<file path="src/rtl/ascon_serial_io_ctrl_if.sv">
// Host-side bundle for ascon_serial_io_ctrl: request words in, result words out.
// master = host driving requests, slave = the controller.
interface ascon_serial_io_ctrl_if #(
    parameter int K = 128,
    parameter int Y = 96,
    parameter int L = 40
);
    logic           in_valid;
    logic           in_ready;
    logic [K-1:0]   key_in;
    logic [127:0]   nonce_in;
    logic [L-1:0]   ad_in;
    logic [Y-1:0]   pt_in;
    logic           out_valid;
    logic           out_ready;
    logic [Y-1:0]   ct_out;
    logic [127:0]   tag_out;
    logic           busy;

    modport master (
        output in_valid, key_in, nonce_in, ad_in, pt_in, out_ready,
        input  in_ready, out_valid, ct_out, tag_out, busy
    );

    modport slave (
        input  in_valid, key_in, nonce_in, ad_in, pt_in, out_ready,
        output in_ready, out_valid, ct_out, tag_out, busy
    );
endinterface

</file>
<file path="src/rtl/ascon_serial_io_ctrl.sv">
// Parallel-to-serial front end for the bit-serial Ascon core.
// Ports: clk/rst (async active-low), host bundle, serial shares, randomness, core start/ready/ct/tag.
module ascon_serial_io_ctrl #(
    parameter int          K            = 128,
    parameter int          Y            = 96,
    parameter int          L            = 40,
    parameter int          START_CYCLES = 3,
    parameter int          GAP_CYCLES   = 2,
    parameter logic [63:0] SEED         = 64'hACE1_0F0F_1234_5678
) (
    input  logic                  clk,
    input  logic                  rst,
    ascon_serial_io_ctrl_if.slave host,
    output logic [4:0]            keyxSI,
    output logic [4:0]            noncexSI,
    output logic [4:0]            associated_dataxSI,
    output logic [4:0]            plain_textxSI,
    output logic [13:0]           r_64xSI,
    output logic [2:0]            r_128xSI,
    output logic [2:0]            r_ptxSI,
    output logic                  encryption_startxSI,
    input  logic                  encryption_readyxSO,
    input  logic                  cipher_textxSO,
    input  logic                  tagxSO
);
    localparam int MAX = (K >= Y) ? ((K >= L) ? K : L) : ((Y >= L) ? Y : L);
    localparam int CW  = $clog2(MAX) + 1;
    localparam int YW  = $clog2(Y);

    localparam logic [CW-1:0] C_LOAD  = CW'(MAX - 1);
    localparam logic [CW-1:0] C_START = CW'(START_CYCLES - 1);
    localparam logic [CW-1:0] C_GAP   = CW'(GAP_CYCLES - 1);

    // Galois right-shift mask for x^64+x^63+x^61+x^60+1
    localparam logic [63:0] TAPS = 64'hD800_0000_0000_0000;

    localparam logic [2:0] S_IDLE  = 3'd0;
    localparam logic [2:0] S_LOAD  = 3'd1;
    localparam logic [2:0] S_START = 3'd2;
    localparam logic [2:0] S_WAIT  = 3'd3;
    localparam logic [2:0] S_GAP   = 3'd4;
    localparam logic [2:0] S_READ  = 3'd5;
    localparam logic [2:0] S_DONE  = 3'd6;

    logic [2:0]    r_state;
    logic [CW-1:0] r_cnt;
    logic [63:0]   r_lfsr;
    logic [K-1:0]  r_key;
    logic [127:0]  r_nonce;
    logic [L-1:0]  r_ad;
    logic [Y-1:0]  r_pt;
    logic [4:0]    r_key_si;
    logic [4:0]    r_nonce_si;
    logic [4:0]    r_ad_si;
    logic [4:0]    r_pt_si;
    logic [13:0]   r_r64;
    logic [2:0]    r_r128;
    logic [2:0]    r_rpt;
    logic          r_start;
    logic [Y-1:0]  r_ct;
    logic [127:0]  r_tag;
    logic [63:0]   w_lfsr_next;

    assign w_lfsr_next = {1'b0, r_lfsr[63:1]} ^ (r_lfsr[0] ? TAPS : 64'h0);

    always_ff @(posedge clk or negedge rst) begin
        if (!rst) begin
            r_state    <= S_IDLE;
            r_cnt      <= '0;
            r_lfsr     <= SEED;
            r_key      <= '0;
            r_nonce    <= '0;
            r_ad       <= '0;
            r_pt       <= '0;
            r_key_si   <= '0;
            r_nonce_si <= '0;
            r_ad_si    <= '0;
            r_pt_si    <= '0;
            r_r64      <= '0;
            r_r128     <= '0;
            r_rpt      <= '0;
            r_start    <= 1'b0;
            r_ct       <= '0;
            r_tag      <= '0;
        end else begin
            r_key_si   <= '0;
            r_nonce_si <= '0;
            r_ad_si    <= '0;
            r_pt_si    <= '0;
            r_r64      <= '0;
            r_r128     <= '0;
            r_rpt      <= '0;
            r_start    <= 1'b0;
            case (r_state)
                S_IDLE: begin
                    if (host.in_valid) begin
                        r_key   <= host.key_in;
                        r_nonce <= host.nonce_in;
                        r_ad    <= host.ad_in;
                        r_pt    <= host.pt_in;
                        r_cnt   <= '0;
                        r_state <= S_LOAD;
                    end
                end
                S_LOAD: begin
                    // Words shift out MSB-first; shorter words run dry into zeros.
                    r_key_si   <= {r_lfsr[15:12], r_key[K-1]};
                    r_ad_si    <= {r_lfsr[11:8], r_ad[L-1]};
                    r_pt_si    <= {r_lfsr[7:4], r_pt[Y-1]};
                    r_nonce_si <= {r_lfsr[3:0], r_nonce[127]};
                    r_r64      <= r_lfsr[29:16];
                    r_rpt      <= r_lfsr[32:30];
                    r_r128     <= r_lfsr[35:33];
                    r_key      <= r_key << 1;
                    r_nonce    <= r_nonce << 1;
                    r_ad       <= r_ad << 1;
                    r_pt       <= r_pt << 1;
                    r_lfsr     <= w_lfsr_next;
                    if (r_cnt == C_LOAD) begin
                        r_cnt   <= '0;
                        r_state <= S_START;
                    end else begin
                        r_cnt <= r_cnt + CW'(1);
                    end
                end
                S_START: begin
                    r_start <= 1'b1;
                    if (r_cnt == C_START) begin
                        r_cnt   <= '0;
                        r_state <= S_WAIT;
                    end else begin
                        r_cnt <= r_cnt + CW'(1);
                    end
                end
                S_WAIT: begin
                    if (encryption_readyxSO) begin
                        r_cnt   <= '0;
                        r_state <= S_GAP;
                    end
                end
                S_GAP: begin
                    if (r_cnt == C_GAP) begin
                        r_cnt   <= '0;
                        r_state <= S_READ;
                    end else begin
                        r_cnt <= r_cnt + CW'(1);
                    end
                end
                S_READ: begin
                    if (r_cnt < CW'(Y))
                        r_ct[r_cnt[YW-1:0]] <= cipher_textxSO;
                    if (r_cnt < CW'(128))
                        r_tag[r_cnt[6:0]] <= tagxSO;
                    if (r_cnt == C_LOAD) begin
                        r_cnt   <= '0;
                        r_state <= S_DONE;
                    end else begin
                        r_cnt <= r_cnt + CW'(1);
                    end
                end
                S_DONE: begin
                    if (host.out_ready)
                        r_state <= S_IDLE;
                end
                default: r_state <= S_IDLE;
            endcase
        end
    end

    assign host.in_ready       = (r_state == S_IDLE);
    assign host.busy           = (r_state != S_IDLE);
    assign host.out_valid      = (r_state == S_DONE);
    assign host.ct_out         = r_ct;
    assign host.tag_out        = r_tag;
    assign keyxSI              = r_key_si;
    assign noncexSI            = r_nonce_si;
    assign associated_dataxSI  = r_ad_si;
    assign plain_textxSI       = r_pt_si;
    assign r_64xSI             = r_r64;
    assign r_128xSI            = r_r128;
    assign r_ptxSI             = r_rpt;
    assign encryption_startxSI = r_start;
endmodule

</file>
<file path="src/flat_wrapper.sv">
// flat-port wrapper written by rule: the top's interface ports become plain ports
module ascon_serial_io_ctrl_flat 
#(
    parameter int          K            = 128,
    parameter int          Y            = 96,
    parameter int          L            = 40,
    parameter int          START_CYCLES = 3,
    parameter int          GAP_CYCLES   = 2,
    parameter logic [63:0] SEED         = 64'hACE1_0F0F_1234_5678
)
  (clk, rst, keyxSI, noncexSI, associated_dataxSI, plain_textxSI, r_64xSI, r_128xSI, r_ptxSI, encryption_startxSI, encryption_readyxSO, cipher_textxSO, tagxSO, host_in_valid, host_key_in, host_nonce_in, host_ad_in, host_pt_in, host_out_ready, host_in_ready, host_out_valid, host_ct_out, host_tag_out, host_busy);
  ascon_serial_io_ctrl_if #(.K(K), .Y(Y), .L(L)) host_i ();
  input  logic clk;
  input  logic rst;
  output logic [4:0] keyxSI;
  output logic [4:0] noncexSI;
  output logic [4:0] associated_dataxSI;
  output logic [4:0] plain_textxSI;
  output logic [13:0] r_64xSI;
  output logic [2:0] r_128xSI;
  output logic [2:0] r_ptxSI;
  output logic encryption_startxSI;
  input  logic encryption_readyxSO;
  input  logic cipher_textxSO;
  input  logic tagxSO;
  input wire logic [$bits(host_i.in_valid)-1:0] host_in_valid;
  input wire logic [$bits(host_i.key_in)-1:0] host_key_in;
  input wire logic [$bits(host_i.nonce_in)-1:0] host_nonce_in;
  input wire logic [$bits(host_i.ad_in)-1:0] host_ad_in;
  input wire logic [$bits(host_i.pt_in)-1:0] host_pt_in;
  input wire logic [$bits(host_i.out_ready)-1:0] host_out_ready;
  output wire logic [$bits(host_i.in_ready)-1:0] host_in_ready;
  output wire logic [$bits(host_i.out_valid)-1:0] host_out_valid;
  output wire logic [$bits(host_i.ct_out)-1:0] host_ct_out;
  output wire logic [$bits(host_i.tag_out)-1:0] host_tag_out;
  output wire logic [$bits(host_i.busy)-1:0] host_busy;
  assign host_i.in_valid = host_in_valid;
  assign host_i.key_in = host_key_in;
  assign host_i.nonce_in = host_nonce_in;
  assign host_i.ad_in = host_ad_in;
  assign host_i.pt_in = host_pt_in;
  assign host_i.out_ready = host_out_ready;
  assign host_in_ready = host_i.in_ready;
  assign host_out_valid = host_i.out_valid;
  assign host_ct_out = host_i.ct_out;
  assign host_tag_out = host_i.tag_out;
  assign host_busy = host_i.busy;
  ascon_serial_io_ctrl #(.K(K), .Y(Y), .L(L), .START_CYCLES(START_CYCLES), .GAP_CYCLES(GAP_CYCLES), .SEED(SEED)) u_core (.clk(clk), .rst(rst), .host(host_i), .keyxSI(keyxSI), .noncexSI(noncexSI), .associated_dataxSI(associated_dataxSI), .plain_textxSI(plain_textxSI), .r_64xSI(r_64xSI), .r_128xSI(r_128xSI), .r_ptxSI(r_ptxSI), .encryption_startxSI(encryption_startxSI), .encryption_readyxSO(encryption_readyxSO), .cipher_textxSO(cipher_textxSO), .tagxSO(tagxSO));
endmodule
</file>
<file path="config.mk">
export PLATFORM = sky130hd
export DESIGN_NAME = ascon_serial_io_ctrl_flat
export DESIGN_NICKNAME = d
export VERILOG_FILES = /design/src/rtl/ascon_serial_io_ctrl_if.sv /design/src/rtl/ascon_serial_io_ctrl.sv /design/src/flat_wrapper.sv
export SDC_FILE = /design/constraint.sdc
export NUM_CORES = 1
export LEC_CHECK = 0
export BUFFER_PORTS_ARGS = -buffer_cell sky130_fd_sc_hd__buf_2
export CORE_MARGIN = 5
export CORE_UTILIZATION = 47
export CTS_CLUSTER_DIAMETER = 200
export DETAILED_ROUTE_END_ITERATION = 10
export PLACE_DENSITY = 0.71
export SYNTH_ARGS = -nofsm -noshare
export SYNTH_HDL_FRONTEND = slang
export SYNTH_SLANG_ARGS = --single-unit
</file>
<file path="constraint.sdc">
create_clock -name clk -period 2.98 [get_ports clk]
set_input_delay 0.447 -clock clk [delete_from_list [all_inputs] [get_ports clk]]
set_output_delay 0.447 -clock clk [all_outputs]
set_load 0.01 [all_outputs]
</file>
==> flow_metrics.py <==
metrics = {
    "status": {
        "status": "completed",
    },
    "logic_synthesis": {
        "synth-seq-area-share": 0.6216,
        "async_reset_ff_frac": 1.000,
        "synth-edff-count": 0,
        "ys_seq_elements": 732,
        "syn-num-nets": 3245,
        "syn_area_mm2": 0.02953,
        "ys_types": 49,
        "syn_area_per_cell_um2": 10.39,
        "synthFlopType": "dfrtp_1",
        "yosysWarnings": 0,
        "netlist_instances": 2843,
    },
    "timing": {
        "finalSetupViolCount": 0,
        "rsz0062_at_grt": "no",
        "tightest_slew_ps": 774.7,
        "hold_ws_ps": 58.10,
        "slew_violations": 0,
        "fin_crit_ps": 2607,
        "max_freq_mhz": 383.6,
        "slew_headroom": 0.4835,
        "finalClockSkew_ps": 23.61,
        "fin_crit_sh": 0.8747,
        "hold_violations": 0,
        "tns_ps": 0,
    },
    "clocking": {
        "htree_levels": 3,
        "clock_latency_ps": 610,
        "clock_path_buffers": 3,
        "clk_root_buffer_cell": "clkbuf_16",
        "clkSinkCount": 732,
        "cts_resized": 0,
        "cts_tree": "built",
        "postCtsSetupBuffers": 0,
        "cts_made_buffers": 77,
        "clk_pin_slew_ps": 60,
    },
    "floorplanning": {
        "die_area_mm2": 0.06794,
        "ios": 667,
        "start_util": 0.4767,
        "placementRows": 91,
        "core_mm2": 0.06194,
        "dieWidth_um": 260.7,
        "chipHeight_um": 260.7,
    },
    "layout": {
        "final_area_mm2": 0.03671,
        "layout-drive-gt1-share": 0.3225,
        "final_core_util": 0.5926,
        "n_fill_cell": 5211,
        "area_growth_pct": 24.31,
        "seq_area_mm2": 0.01835,
        "multiInputGateArea_mm2": 0.01038,
        "nets": 3875,
    },
    "global_routing": {
        "grt_max_degree": 113,
        "first_global_vias": 23690,
        "grt_use_total": 0.2465,
        "gr-total-overflow": 0,
        "antenna_found_initial": 41,
        "grt_first_pass_wirelength_mm": 133.3,
    },
    "placement": {
        "post-dp-hpwl_mm": 60.87,
        "port_buffers": 666,
        "gp_congestion": 0.8521,
        "placed_area_mm2": 0.03402,
    },
    "routing": {
        "vias_per_cell": 5.391,
        "drt_iter0_markers": 1935,
        "wl_per_cell_um": 19.62,
        "ant_nets": 0,
        "drt_pass1_iterations": 6,
        "num_vias": 23680,
        "route.detailed.drc": 0,
        "wl_mm": 86.18,
    },
    "pwr": {
        "p_per_area_mw_per_mm2": 953.2,
        "vdd_drop_max_v": 0.0005549,
        "p_leak_nw": 17.74,
        "p_sw_frac": 0.3510,
        "power_frac_seq": 0.416,
        "power_frac_comb": 0.304,
        "internal_power_mw": 22.71,
        "power_switching_mw": 12.28,
        "p_total_mw": 34.99,
        "clock_power_share": 0.280,
    },
    "hold_path": {
        "hold_path_class": "in -> reg",
        "holdPathStages": 3,
    },
    "worst_setup_path": {
        "r2r_cells": 5,
        "crit_chain": "nor3_1 -> inv_1 -> buf_2",
        "slowest_delay_ps": 670,
        "end_kind": "output pin",
        "cp.arrival_ps": 2160,
        "startpoint_type": "register",
        "critPathKind": "reg -> out",
        "crit_slowest_cell": "nor3_1",
        "required_ps": 2530,
        "critPathMaxFanout": 14,
    },
    "job": {
        "cap_violations": 0,
    },
}
[timing repair]
item	CTS	global route
endpoints found under the hold margin	33	0
hold buffers	3	0
setup endpoints to repair	0	0
[worst max-delay path: cells and delay by family (launching register included)]
family	cells	cell delay (ps)
simple gates	1	670
buf+inv	2	380
flops	1	510
[metal layers]
metal  vias to the layer above  global-route usage  part of all wire
li1                      10990                   -                 -
met3                       226             0.07043             0.076
met5                         -                   0            0.0029
met4                        40              0.1043             0.042
met2                       804              0.4043              0.49
met1                     11620              0.3085              0.39
[flip-flops by register name (all words and copies together) (netlist names), 5 cells and up]
| signal | count |
|---|---|
| u_core.host.ct_out | 96 |
| u_core.host.tag_out | 128 |
| u_core.r_pt | 96 |
| u_core.keyxSI | 5 |
| u_core.r_key | 128 |
| u_core.r_ad | 40 |
| u_core.noncexSI | 5 |
| u_core.r_cnt | 8 |
| u_core.plain_textxSI | 5 |
| u_core.associated_dataxSI | 5 |
| u_core.r_lfsr | 64 |
| u_core.r_64xSI | 14 |
| u_core.r_nonce | 128 |
[power groups by stage]
stage,logic [mW],clock network (mW),registers (mW)
2_1_floorplan,7.66,0,14.2
3_3_place_gp,10.4,0,14.6
3_5_place_dp,10.7,0,14.6
4_1_cts,10.7,9.96,14.5
5_1_grt,12.1,10.4,14.9
6_report,10.6,9.78,14.6
[area by class of cell]
| type | instances | area share |
|---|---|---|
| repair buffers | 752 | 0.1160 |
| inverters | 4 | 0.0004090 |
| diodes | 21 | 0.001432 |
| well taps | 837 | 0.02853 |
| flip-flops and latches | 732 | 0.5000 |
| clock inverters | 25 | 0.007260 |
| multi-input cells | 1906 | 0.2826 |
| clock buffers | 116 | 0.06371 |
[metrics by stage]
stage	instances	setup slack [ps]
floorplan	2843	914.6
global placement	4228	566.2
detailed placement	4228	506.9
CTS	4372	309.6
global route	4385	222.2
finish	4393	373.3
[logic make-up after synthesis]
| group | share of synthesized area |
|---|---|
| adders and majority gates | 0.001271 |
| xor gates and xnor gates | 0.001187 |
| DFF | 0.6216 |
| and+or+nand+nor | 0.1658 |
| muxes | 0.08576 |
| buffers and inverters | 0.02801 |
| AOI/OAI and AO/OA | 0.09640 |
[final timing paths]
check | from | to | slack, ps
setup / recovery | u_core.r_state[0]$_DFFE_PN0P_ | host_busy | 370
hold / removal | host_pt_in[0] | u_core.r_pt[0]$_DFFE_PN0P_ | 60
setup reg to reg | u_core.r_state[0]$_DFFE_PN0P_ | u_core.r_pt[51]$_DFFE_PN0P_ | 490
hold reg to reg | u_core.r_lfsr[59]$_DFFE_PN1P_ | u_core.r_lfsr[58]$_DFFE_PN1P_ | 450
max in group asynchronous | rst | u_core.r_pt[74]$_DFFE_PN0P_ | 1630
min in group asynchronous | rst | u_core.host.ct_out[32]$_DFFE_PN0P_ | 360
[layout by cell type (no fill, tap or decap), types with 4 or more instances in the layout]
cell	Yosys	routed
nand2_1	359	356
o22ai_1	294	294
nand3_1	16	16
nor2b_1	6	5
bufinv_16	0	4
mux2_2	224	224
buf_2	37	665
buf_4	1	62
nand2b_1	7	7
buf_12	0	21
dfstp_2	29	29
a31oi_1	94	94
diode_2	0	21
clkinv_2	0	13
nor2_1	764	764
o21ai_0	12	12
a21o_1	38	38
clkbuf_1	130	17
and3_1	40	40
clkbuf_16	0	81
or3_1	4	4
nor3_1	11	11
clkbuf_8	0	18
dfrtp_1	703	703
[synth_stat cells (2+ instances only)]
library cell,n,share of area
nor2_1,764,0.097
dfrtp_1,703,0.60
nand2_1,359,0.046
o22ai_1,294,0.062
mux2_2,224,0.085
clkbuf_1,130,0.017
a31oi_1,94,0.020
and3_1,40,0.0085
a21o_1,38,0.0097
buf_2,37,0.0063
buf_1,32,0.0041
dfstp_2,29,0.026
nand3_1,16,0.0027
o21ai_0,12,0.0020
nor3_1,11,0.0019
nand2b_1,7,0.0015
nor2b_1,6,0.0013
or3_1,4,0.00085
ha_1,3,0.0013
inv_1,3,0.00038
o21ai_1,3,0.00051
xnor2_1,3,0.00089
a21oi_1,2,0.00034
nand4_1,2,0.00042
nor3_4,2,0.0011
nor3b_1,2,0.00051
(Power assumes the default switching activity.)
